===== src/rtl/area_scan_accumulator_if.sv =====
// ---------------------------------------------------------------------------
// area_scan_accumulator_if
// Bundles the sample stream, scan control and result handshake of the scan
// accumulator.
//   scan_start : pulse that begins (or restarts) a scan
//   area       : unsigned area sample, qualified by area_rdy
//   area_rdy   : area is valid this cycle (no backpressure upstream)
//   sum_data   : scan total (saturating)
//   sum_ovf    : total saturated during the scan
//   sum_valid  : result valid, held until sum_ready
//   sum_ready  : consumer accepts the result
//   busy       : scan in progress
//   drop_err   : sticky, a sample was discarded
// Modports: master drives stimulus/accepts results, slave is the accumulator.
// ---------------------------------------------------------------------------
interface area_scan_accumulator_if #(
   parameter int AREA_W = 26,
   parameter int SUM_W  = 40
);
   logic              scan_start;
   logic [AREA_W-1:0] area;
   logic              area_rdy;
   logic [SUM_W-1:0]  sum_data;
   logic              sum_ovf;
   logic              sum_valid;
   logic              sum_ready;
   logic              busy;
   logic              drop_err;

   modport master (
      output scan_start, area, area_rdy, sum_ready,
      input  sum_data, sum_ovf, sum_valid, busy, drop_err
   );

   modport slave (
      input  scan_start, area, area_rdy, sum_ready,
      output sum_data, sum_ovf, sum_valid, busy, drop_err
   );
endinterface


===== src/rtl/area_scan_accumulator.sv =====
// ---------------------------------------------------------------------------
// area_scan_accumulator
// Sums SCAN_LEN unsigned area samples into a saturating SUM_W-bit total and
// presents the result on a valid/ready port.
// Ports:
//   clk : rising-edge clock
//   rst : asynchronous active-high reset
//   bus : area_scan_accumulator_if.slave (samples, control, result, flags)
// All outputs come straight from registers.
// ---------------------------------------------------------------------------
module area_scan_accumulator #(
   parameter int AREA_W   = 26,
   parameter int SUM_W    = 40,
   parameter int SCAN_LEN = 360
) (
   input  logic                     clk,
   input  logic                     rst,
   area_scan_accumulator_if.slave   bus
);

   localparam int CNT_W = $clog2(SCAN_LEN);
   localparam logic [CNT_W-1:0] LAST_CNT = CNT_W'(SCAN_LEN - 1);
   localparam logic [CNT_W-1:0] ONE_CNT  = CNT_W'(1);

   typedef enum logic [1:0] {
      IDLE  = 2'd0,
      ACCUM = 2'd1,
      HOLD  = 2'd2
   } state_t;

   state_t             state_q, state_d;
   logic [SUM_W-1:0]   acc_q, acc_d;
   logic [CNT_W-1:0]   cnt_q, cnt_d;
   logic               ovf_q, ovf_d;
   logic [SUM_W-1:0]   sum_data_q, sum_data_d;
   logic               sum_ovf_q, sum_ovf_d;
   logic               sum_valid_q, sum_valid_d;
   logic               busy_q, busy_d;
   logic               drop_q, drop_d;

   logic [SUM_W:0]     add_s;    // {carry, saturated sum}
   logic [SUM_W-1:0]   first_s;  // sample zero-extended, first sample of a scan

   // Saturating add: on carry out the result clamps to all-ones and the
   // carry bit is returned as the overflow indication.
   function automatic logic [SUM_W:0] sat_add(input logic [SUM_W-1:0] a,
                                              input logic [AREA_W-1:0] b);
      logic [SUM_W:0] raw;
      raw = {1'b0, a} + {{(SUM_W + 1 - AREA_W){1'b0}}, b};
      if (raw[SUM_W]) begin
         sat_add = {1'b1, {SUM_W{1'b1}}};
      end else begin
         sat_add = raw;
      end
   endfunction

   // Next-state, datapath and result logic.
   always_comb begin
      state_d     = state_q;
      acc_d       = acc_q;
      cnt_d       = cnt_q;
      ovf_d       = ovf_q;
      sum_data_d  = sum_data_q;
      sum_ovf_d   = sum_ovf_q;
      sum_valid_d = sum_valid_q;
      drop_d      = drop_q;
      add_s       = sat_add(acc_q, bus.area);
      first_s     = {{(SUM_W - AREA_W){1'b0}}, bus.area};

      case (state_q)
         IDLE: begin
            if (bus.scan_start) begin
               acc_d   = '0;
               cnt_d   = '0;
               ovf_d   = 1'b0;
               state_d = ACCUM;
            end else begin
               state_d = IDLE;
            end
            // Nothing is collecting in IDLE, so any sample is lost.
            if (bus.area_rdy) begin
               drop_d = 1'b1;
            end else begin
               drop_d = drop_q;
            end
         end

         ACCUM: begin
            if (bus.scan_start) begin
               // Abort: restart, a coincident sample opens the new scan.
               ovf_d = 1'b0;
               if (bus.area_rdy) begin
                  acc_d = first_s;
                  cnt_d = ONE_CNT;
               end else begin
                  acc_d = '0;
                  cnt_d = '0;
               end
            end else if (bus.area_rdy) begin
               acc_d = add_s[SUM_W-1:0];
               ovf_d = ovf_q | add_s[SUM_W];
               if (cnt_q == LAST_CNT) begin
                  // Last sample: capture the total including this sample.
                  // cnt is left alone so it never wraps.
                  sum_data_d  = add_s[SUM_W-1:0];
                  sum_ovf_d   = ovf_q | add_s[SUM_W];
                  sum_valid_d = 1'b1;
                  state_d     = HOLD;
               end else begin
                  cnt_d = cnt_q + ONE_CNT;
               end
            end else begin
               state_d = ACCUM;
            end
         end

         HOLD: begin
            if (bus.sum_ready) begin
               sum_valid_d = 1'b0;
               if (bus.scan_start) begin
                  // Handshake plus start: zero-gap restart, sample counts.
                  ovf_d   = 1'b0;
                  state_d = ACCUM;
                  if (bus.area_rdy) begin
                     acc_d = first_s;
                     cnt_d = ONE_CNT;
                  end else begin
                     acc_d = '0;
                     cnt_d = '0;
                  end
               end else begin
                  state_d = IDLE;
                  if (bus.area_rdy) begin
                     drop_d = 1'b1;
                  end else begin
                     drop_d = drop_q;
                  end
               end
            end else begin
               // Result is held; scan_start is ignored, samples are lost.
               if (bus.area_rdy) begin
                  drop_d = 1'b1;
               end else begin
                  drop_d = drop_q;
               end
            end
         end

         default: begin
            state_d     = IDLE;
            sum_valid_d = 1'b0;
         end
      endcase

      busy_d = (state_d == ACCUM);
   end

   // State and output registers.
   always_ff @(posedge clk or posedge rst) begin
      if (rst) begin
         state_q     <= IDLE;
         acc_q       <= '0;
         cnt_q       <= '0;
         ovf_q       <= 1'b0;
         sum_data_q  <= '0;
         sum_ovf_q   <= 1'b0;
         sum_valid_q <= 1'b0;
         busy_q      <= 1'b0;
         drop_q      <= 1'b0;
      end else begin
         state_q     <= state_d;
         acc_q       <= acc_d;
         cnt_q       <= cnt_d;
         ovf_q       <= ovf_d;
         sum_data_q  <= sum_data_d;
         sum_ovf_q   <= sum_ovf_d;
         sum_valid_q <= sum_valid_d;
         busy_q      <= busy_d;
         drop_q      <= drop_d;
      end
   end

   assign bus.sum_data  = sum_data_q;
   assign bus.sum_ovf   = sum_ovf_q;
   assign bus.sum_valid = sum_valid_q;
   assign bus.busy      = busy_q;
   assign bus.drop_err  = drop_q;

endmodule


===== src/flat_wrapper.sv =====
// flat-port wrapper written by rule: the top's interface ports become plain ports
module area_scan_accumulator_flat 
#(
   parameter int AREA_W   = 26,
   parameter int SUM_W    = 40,
   parameter int SCAN_LEN = 360
)
  (clk, rst, bus_scan_start, bus_area, bus_area_rdy, bus_sum_ready, bus_sum_data, bus_sum_ovf, bus_sum_valid, bus_busy, bus_drop_err);
  area_scan_accumulator_if #(.AREA_W(AREA_W), .SUM_W(SUM_W)) bus_i ();
  input  logic clk;
  input  logic rst;
  input wire logic [$bits(bus_i.scan_start)-1:0] bus_scan_start;
  input wire logic [$bits(bus_i.area)-1:0] bus_area;
  input wire logic [$bits(bus_i.area_rdy)-1:0] bus_area_rdy;
  input wire logic [$bits(bus_i.sum_ready)-1:0] bus_sum_ready;
  output wire logic [$bits(bus_i.sum_data)-1:0] bus_sum_data;
  output wire logic [$bits(bus_i.sum_ovf)-1:0] bus_sum_ovf;
  output wire logic [$bits(bus_i.sum_valid)-1:0] bus_sum_valid;
  output wire logic [$bits(bus_i.busy)-1:0] bus_busy;
  output wire logic [$bits(bus_i.drop_err)-1:0] bus_drop_err;
  assign bus_i.scan_start = bus_scan_start;
  assign bus_i.area = bus_area;
  assign bus_i.area_rdy = bus_area_rdy;
  assign bus_i.sum_ready = bus_sum_ready;
  assign bus_sum_data = bus_i.sum_data;
  assign bus_sum_ovf = bus_i.sum_ovf;
  assign bus_sum_valid = bus_i.sum_valid;
  assign bus_busy = bus_i.busy;
  assign bus_drop_err = bus_i.drop_err;
  area_scan_accumulator #(.AREA_W(AREA_W), .SUM_W(SUM_W), .SCAN_LEN(SCAN_LEN)) u_core (.clk(clk), .rst(rst), .bus(bus_i));
endmodule

===== config.mk =====
export PLATFORM = sky130hd
export DESIGN_NAME = area_scan_accumulator_flat
export DESIGN_NICKNAME = d
export VERILOG_FILES = /design/src/rtl/area_scan_accumulator_if.sv /design/src/rtl/area_scan_accumulator.sv /design/src/flat_wrapper.sv
export SDC_FILE = /design/constraint.sdc
export NUM_CORES = 1
export LEC_CHECK = 0
export BUFFER_PORTS_ARGS = -buffer_cell sky130_fd_sc_hd__buf_2
export CELL_PAD_IN_SITES_DETAIL_PLACEMENT = 1
export CELL_PAD_IN_SITES_GLOBAL_PLACEMENT = 1
export CORE_ASPECT_RATIO = 0.75
export CORE_MARGIN = 8
export CORE_UTILIZATION = 40
export CTS_CLUSTER_SIZE = 28
export DETAILED_ROUTE_END_ITERATION = 7
export HOLD_SLACK_MARGIN = 0.1
export PLACE_DENSITY = 0.79
export SLEW_MARGIN = 20
export SYNTH_ARGS = -nofsm -noshare
export SYNTH_HDL_FRONTEND = slang
export SYNTH_SLANG_ARGS = --single-unit

===== constraint.sdc =====
create_clock -name clk -period 7.74 [get_ports clk]
set_clock_uncertainty 0.15 [all_clocks]
set_input_delay 0.774 -clock clk [delete_from_list [all_inputs] [get_ports clk]]
set_output_delay 0.774 -clock clk [all_outputs]
set_load 0.03 [all_outputs]

==> Yosys cells after proc, flatten, opt, wreduce, memory -nomap -nowiden <==
Cells that the tools add are included.
{ "classes": {"bitwise": 3, "n_mux": 36, "n_addsub": 2, "reduce_logical": 9, "n_eq_ne": 13} }
{ "op_table": {"columns": ["cell", "n"], "rows": [
  ["40-bit two-way mux", 5],
  ["40-bit one-hot mux with 3 select lines", 1],
  ["9-bit two-way mux", 6],
  ["40-bit by 26-bit adder with 41-bit output", 1],
  ["41-bit two-way mux", 1],
  ["9-bit one-hot mux with 3 select lines", 1],
  ["26-bit two-way mux", 1],
  ["1-bit two-way mux", 13],
  ["2-bit inequality test (second input constant)", 5],
  ["5-bit AND reduction", 2],
  ["9-bit by 1-bit adder with 9-bit output (second input constant)", 1],
  ["9-bit == test (second input constant)", 1],
  ["3-bit inequality test (second input constant)", 3],
  ["2-bit two-way mux", 4],
  ["1-bit one-hot mux with 3 select lines", 2],
  ["2-bit one-hot mux with 3 select lines", 1],
  ["6-bit AND reduction", 1],
  ["2-bit by 1-bit == test with 1-bit output (second input constant)", 2],
  ["4-bit AND reduction", 1],
  ["3-bit AND reduction", 1],
  ["3-bit nonzero test", 1],
  ["2-bit == test (second input constant)", 1],
  ["2-bit logical NOT", 1],
  ["2-bit by 1-bit inequality test with 1-bit output (second input constant)", 1],
  ["other kinds (5)", 6]
]} }
{ "word_totals": {"output_inout_bits": 44, "inputBits": 31, "regBits": 96} }

==> Depth between registers and ports, before layout <==
{ "depth": {"ltp_word": 6, "mapped_depth": 11, "ltp_nobuf": 10} }

==> Worst setup path before layout <==
No wires, ideal clock.
{ "synth_timing": {"path_kind": "input to register", "startpoint": "in bus_area[0]", "endpoint": "reg u_core.acc_q[39]", "path_stages": 11, "path_slack_ns": 4.539, "arrival_ns": 2.927, "cell_sequence": "ha_1 > fa_1 > a211oi_1 > o21ai_1 > o21ai_1 > a21o_1 > a21oi_1 > buf_2 > nor2_1 > a21oi_1 > a211o_1"} }
{ "synth_via": {"elab_chain_len": 5} }
{ "synth_lines": {"columns": ["element", "line", "rtl"], "rows": [
  ["start, declared", "flat_wrapper.sv:13", "input wire logic [$bits(bus_i.area)-1:0] bus_area;"],
  ["40-bit by 26-bit adder with 41-bit output", "area_scan_accumulator.sv:49", "raw = {1'b0, a} + {{(SUM_W + 1 - AREA_W){1'b0}}, b};"],
  ["41-bit two-way mux", "area_scan_accumulator.sv:50", "if (raw[SUM_W]) begin"],
  ["40-bit two-way mux", "area_scan_accumulator.sv:99", "end else if (bus.area_rdy) begin"],
  ["40-bit two-way mux", "area_scan_accumulator.sv:89", "if (bus.scan_start) begin"],
  ["40-bit one-hot mux with 3 select lines", "area_scan_accumulator.sv:70", "case (state_q)"],
  ["end signal, assigned", "area_scan_accumulator.sv:162", "acc_q <= '0;"],
  ["end signal, assigned", "area_scan_accumulator.sv:172", "acc_q <= acc_d;"],
  ["end, declared", "area_scan_accumulator.sv:32", "logic [SUM_W-1:0] acc_q, acc_d;"]
]} }
Every way passes these cells. The select of a mux whose other input is x is not followed.
A chain may end at the register's enable or synchronous reset.

==> Worst setup path after layout <==
{ "layout_timing": {"startpoint": "in bus_area[0]", "endpoint": "reg u_core.sum_data_q[38] (netlist: u_core.bus.sum_data[38])"} }
{ "layout_via": {"elab_chain_len": 2} }
{ "layout_lines": {"columns": ["element", "line", "rtl"], "rows": [
  ["40-bit by 26-bit adder with 41-bit output", "area_scan_accumulator.sv:49", null],
  ["41-bit two-way mux", "area_scan_accumulator.sv:50", null],
  ["end signal, assigned", "area_scan_accumulator.sv:175", "sum_data_q <= sum_data_d;"],
  ["end, declared", "area_scan_accumulator.sv:35", "logic [SUM_W-1:0] sum_data_q, sum_data_d;"]
]} }
Every way passes these cells.

==> results_dict.tcl <==
set metrics [dict create \
    antenna_found_initial 0 \
    wl_per_cell_um 20.0 \
    timing.final.hold_violations 0 \
    power_frac_clock_pct 24.8 \
    fin_setup_tns_ps 0 \
    dr.pass1.iters 5 \
    wl_um 19100 \
    power_frac_comb_pct 47.3 \
    clk_path_buf_depth 2 \
    multi_input_area_um2 3410 \
    cts_tree "done" \
    rsz0062_at_grt "false" \
    fmax_mhz 271 \
    via_per_inst 5.90 \
    ys_ff_latch 96 \
    die_y_um 122 \
    drc 0 \
    htree_levels 3 \
    end_kind "flop" \
    syn-mean-instance-area_um2 8.67 \
    ys_seq_area_share_pct 39.9 \
    rows 38 \
    grt_max_degree 62 \
    clk_pin_slew_ps 70 \
    final_nets 812 \
    synthesis.nets 757 \
    hold_buffers 0 \
    p_sw_share_pct 41.6 \
    critPathArrivalTime_ps 3800 \
    async_flop_share_pct 100 \
    rr_worst_depth 9 \
    core_area_um2 14600 \
    synth.distinct_cells 63 \
    tightest_slew_ps 1100 \
    power.switching_uw 946 \
    p_int_mw 1.33 \
    status "complete, no violations" \
    final_layout_size_suffix_gt1_share_pct 15.1 \
    cts_buffers 9 \
    grt_usage_pct 20.6 \
    crit_required_ps 7850 \
    drv_slew 0 \
    rr_endpoint "u_core.bus.sum_data[38]$_DFFE_PP0P_" \
    place_area_um2 6520 \
    grt_pass1_wl_um 31700 \
    hold_class "input pin to asynchronous set/reset pin" \
    setup_violations 0 \
    area_growth_pct 14.6 \
    period_share_pct 47.7 \
    first_iter_violations 366 \
    final_area_um2 6890 \
    vias 5626 \
    cts-resized-gates 0 \
    post-cts-setup-buffer-count 0 \
    clk_latency_ps 360 \
    crit_fanout 12 \
    ant_nets 0 \
    whs_ps 311 \
    fp.dieW_um 158 \
    start_util_pct 41.2 \
    p_leak_nw 3.17 \
    overflow 0 \
    relSlewSlack_pct 26.7 \
    die_area_um2 19300 \
    gp_congestion 0.923 \
    syn-cell-area_um2 6020 \
    drv_cap 0 \
    period_minus_slack_ps 3690 \
    power.share.sequential_pct 27.9 \
    grt_pass1_vias 6014 \
    dpl.hpwl_um 14100 \
    ys.flop_type "dfrtp_1" \
    fillers 1762 \
    rr_startpoint "u_core.acc_q[10]$_DFFE_PP0P_" \
    rrSetupSlack_ps 4190 \
    diodes 0 \
    top_level_ports 75 \
    synth_edf_count 0 \
    syn_inst 694 \
    cp-start-kind "input pin" \
    clockRootBuffer "clkbuf_16" \
    totalPowerFinal_mw 2.28 \
    ys_warn_count 0 \
    max-vdd-ir-drop_v 0.000180 \
    io_buffers 74 \
    cts.sinks 96 \
    seqCellArea_um2 2400 \
    cellPowerDensity_nw_per_um2 330 \
    path_class "input pin to flop" \
]
-- flip-flops by register name, indices dropped and copies added (netlist names), 2 cells and up --
register / cells
u_core.bus.sum_data: 40
u_core.acc_q: 40
u_core.state_q: 2
u_core.cnt_q: 9
-- metal layers --
| metal | vias up | global-route usage, % | wire length (µm) |
|---|---|---|---|
| met4 | 0 | 5.46 | 165 |
| li1 | 2634 | - | - |
| met3 | 19 | 4.46 | 934 |
| met2 | 122 | 33.4 | 8980 |
| met1 | 2851 | 27.4 | 9040 |
| met5 | - | 0 | 0 |
-- power groups by stage --
stage               Sequential, mW  Combinational (mW)  Clock (mW)
floorplan                    0.630               0.792           0
global placement             0.634                1.01           0
detailed placement           0.644                1.05           0
CTS                          0.635                1.07       0.577
global route                 0.646                1.19       0.590
finish                       0.636                1.08       0.564
-- cell families (layout without fill, tap and decap cells) --
family | after synthesis | in the layout | share of synthesized area (%)
adders and majority gates | 32 | 32 | 6.78
xor gates and xnor gates | 28 | 28 | 4.08
buffers and inverters | 46 | 106 | 3.58
DFF | 96 | 96 | 39.9
and+or+nand+nor | 240 | 240 | 19.2
muxes | 4 | 4 | 0.665
AOI/OAI and AO/OA | 248 | 248 | 25.8
-- layout make-up --
cell class                      instances  share of cell area (%)
Multi-Input combinational cell        552                    49.5
Sequential cell                        96                    34.8
Timing Repair Buffer                   80                    6.03
Tap cell                              200                    3.63
Clock buffer                           10                    3.47
Clock inverter                          6                    2.00
Inverter                               10                   0.581
-- how the worst max path moves through the flow --
stage	startpoint	endpoint	slack, ps	depth (start not counted)
6_report	bus_area[0]	u_core.bus.sum_data[38]$_DFFE_PP0P_	4050	11
5_1_grt	bus_area[0]	u_core.bus.sum_data[38]$_DFFE_PP0P_	3840	11
4_1_cts	bus_area[0]	u_core.bus.sum_data[38]$_DFFE_PP0P_	4090	11
3_5_place_dp	bus_area[0]	u_core.bus.sum_data[38]$_DFFE_PP0P_	3720	11
3_3_place_gp	bus_area[0]	u_core.bus.sum_data[38]$_DFFE_PP0P_	3870	11
2_1_floorplan	rst	u_core.acc_q[0]$_DFFE_PP0P_	4310	1
-- synthesized netlist by cell type (2+ instances only) --
library cell | instances | area, µm²
o22a_1 | 2 | 17.5
a21oi_1 | 64 | 320
and4_1 | 3 | 26.3
nand3_1 | 19 | 95.1
clkbuf_1 | 22 | 82.6
o21ai_0 | 50 | 250
nor3b_1 | 3 | 22.5
or2_2 | 2 | 12.5
nand2_1 | 71 | 267
buf_6 | 4 | 45.0
a211oi_1 | 4 | 30.0
mux2i_1 | 4 | 40.0
a21boi_0 | 2 | 15.0
nor2_1 | 70 | 263
xnor2_1 | 17 | 149
or3_1 | 5 | 31.3
a311oi_1 | 4 | 35.0
o31ai_1 | 6 | 45.0
nor3_1 | 13 | 65.1
a21o_1 | 9 | 67.6
nand2b_1 | 4 | 25.0
nor2_2 | 3 | 18.8
ha_1 | 31 | 388
a211o_1 | 2 | 17.5
a31oi_1 | 8 | 50.1
a22oi_1 | 27 | 203
o32a_1 | 2 | 20.0
o21bai_1 | 4 | 30.0
o31a_1 | 2 | 17.5
xor2_1 | 11 | 96.3
dfrtp_1 | 96 | 2400
and2_1 | 12 | 75.1
nand3_2 | 2 | 20.0
and3_1 | 10 | 62.6
a41oi_1 | 3 | 26.3
inv_1 | 10 | 37.5
nor2b_1 | 7 | 43.8
o21a_1 | 8 | 60.1
buf_2 | 9 | 45.0
o21ai_1 | 32 | 160
o211ai_1 | 6 | 45.0
nand4_1 | 10 | 62.6
-- critical path, cell delays in order --
cell and delay (ps):
buf_2 110, ha_1 190, fa_1 240, a211oi_1 90
o21ai_1 270, o21ai_1 230, a21o_1 270, a21oi_1 860
nand3_1 260, nor3b_1 220, a311oi_1 280
-- per-stage QoR --
stage,util [%],setup slack [ps],instances
2_1_floorplan,-,4310,694
3_3_place_gp,44.7,3870,938
3_5_place_dp,44.7,3720,938
4_1_cts,47.2,4090,954
5_1_grt,47.2,3840,954
6_report,47.2,4050,954
-- cell usage in the layout, fill, tap and decap left out, types with 3 or more instances in the layout --
cell type  Yosys  layout
nand2b_1       4       4
nand2_1       71      71
o31ai_1        6       5
buf_2          9      74
ha_1          31      31
nand4_1       10      10
a41oi_1        3       3
and2_1        12      12
o211ai_1       6       6
and3_1        10      10
mux2i_1        4       4
nor2_2         3       3
a31oi_1        8       8
a21o_1         9       9
nor2b_1        7       7
nand3_1       19      19
nor3_1        13      12
buf_4          0       6
o21a_1         8       8
o21ai_1       32      32
xnor2_1       17      17
nor3b_1        3       3
or3_1          5       5
bufinv_16      0       4
o21ai_0       50      50
a22oi_1       27      27
xor2_1        11      11
a211oi_1       4       4
a311oi_1       4       4
clkbuf_16      0       9
o21bai_1       4       4
and4_1         3       3
a21oi_1       64      64
dfrtp_1       96      96
inv_1         10       9
nor2_1        70      70
Note: power is estimated with default switching activity, not from simulation.
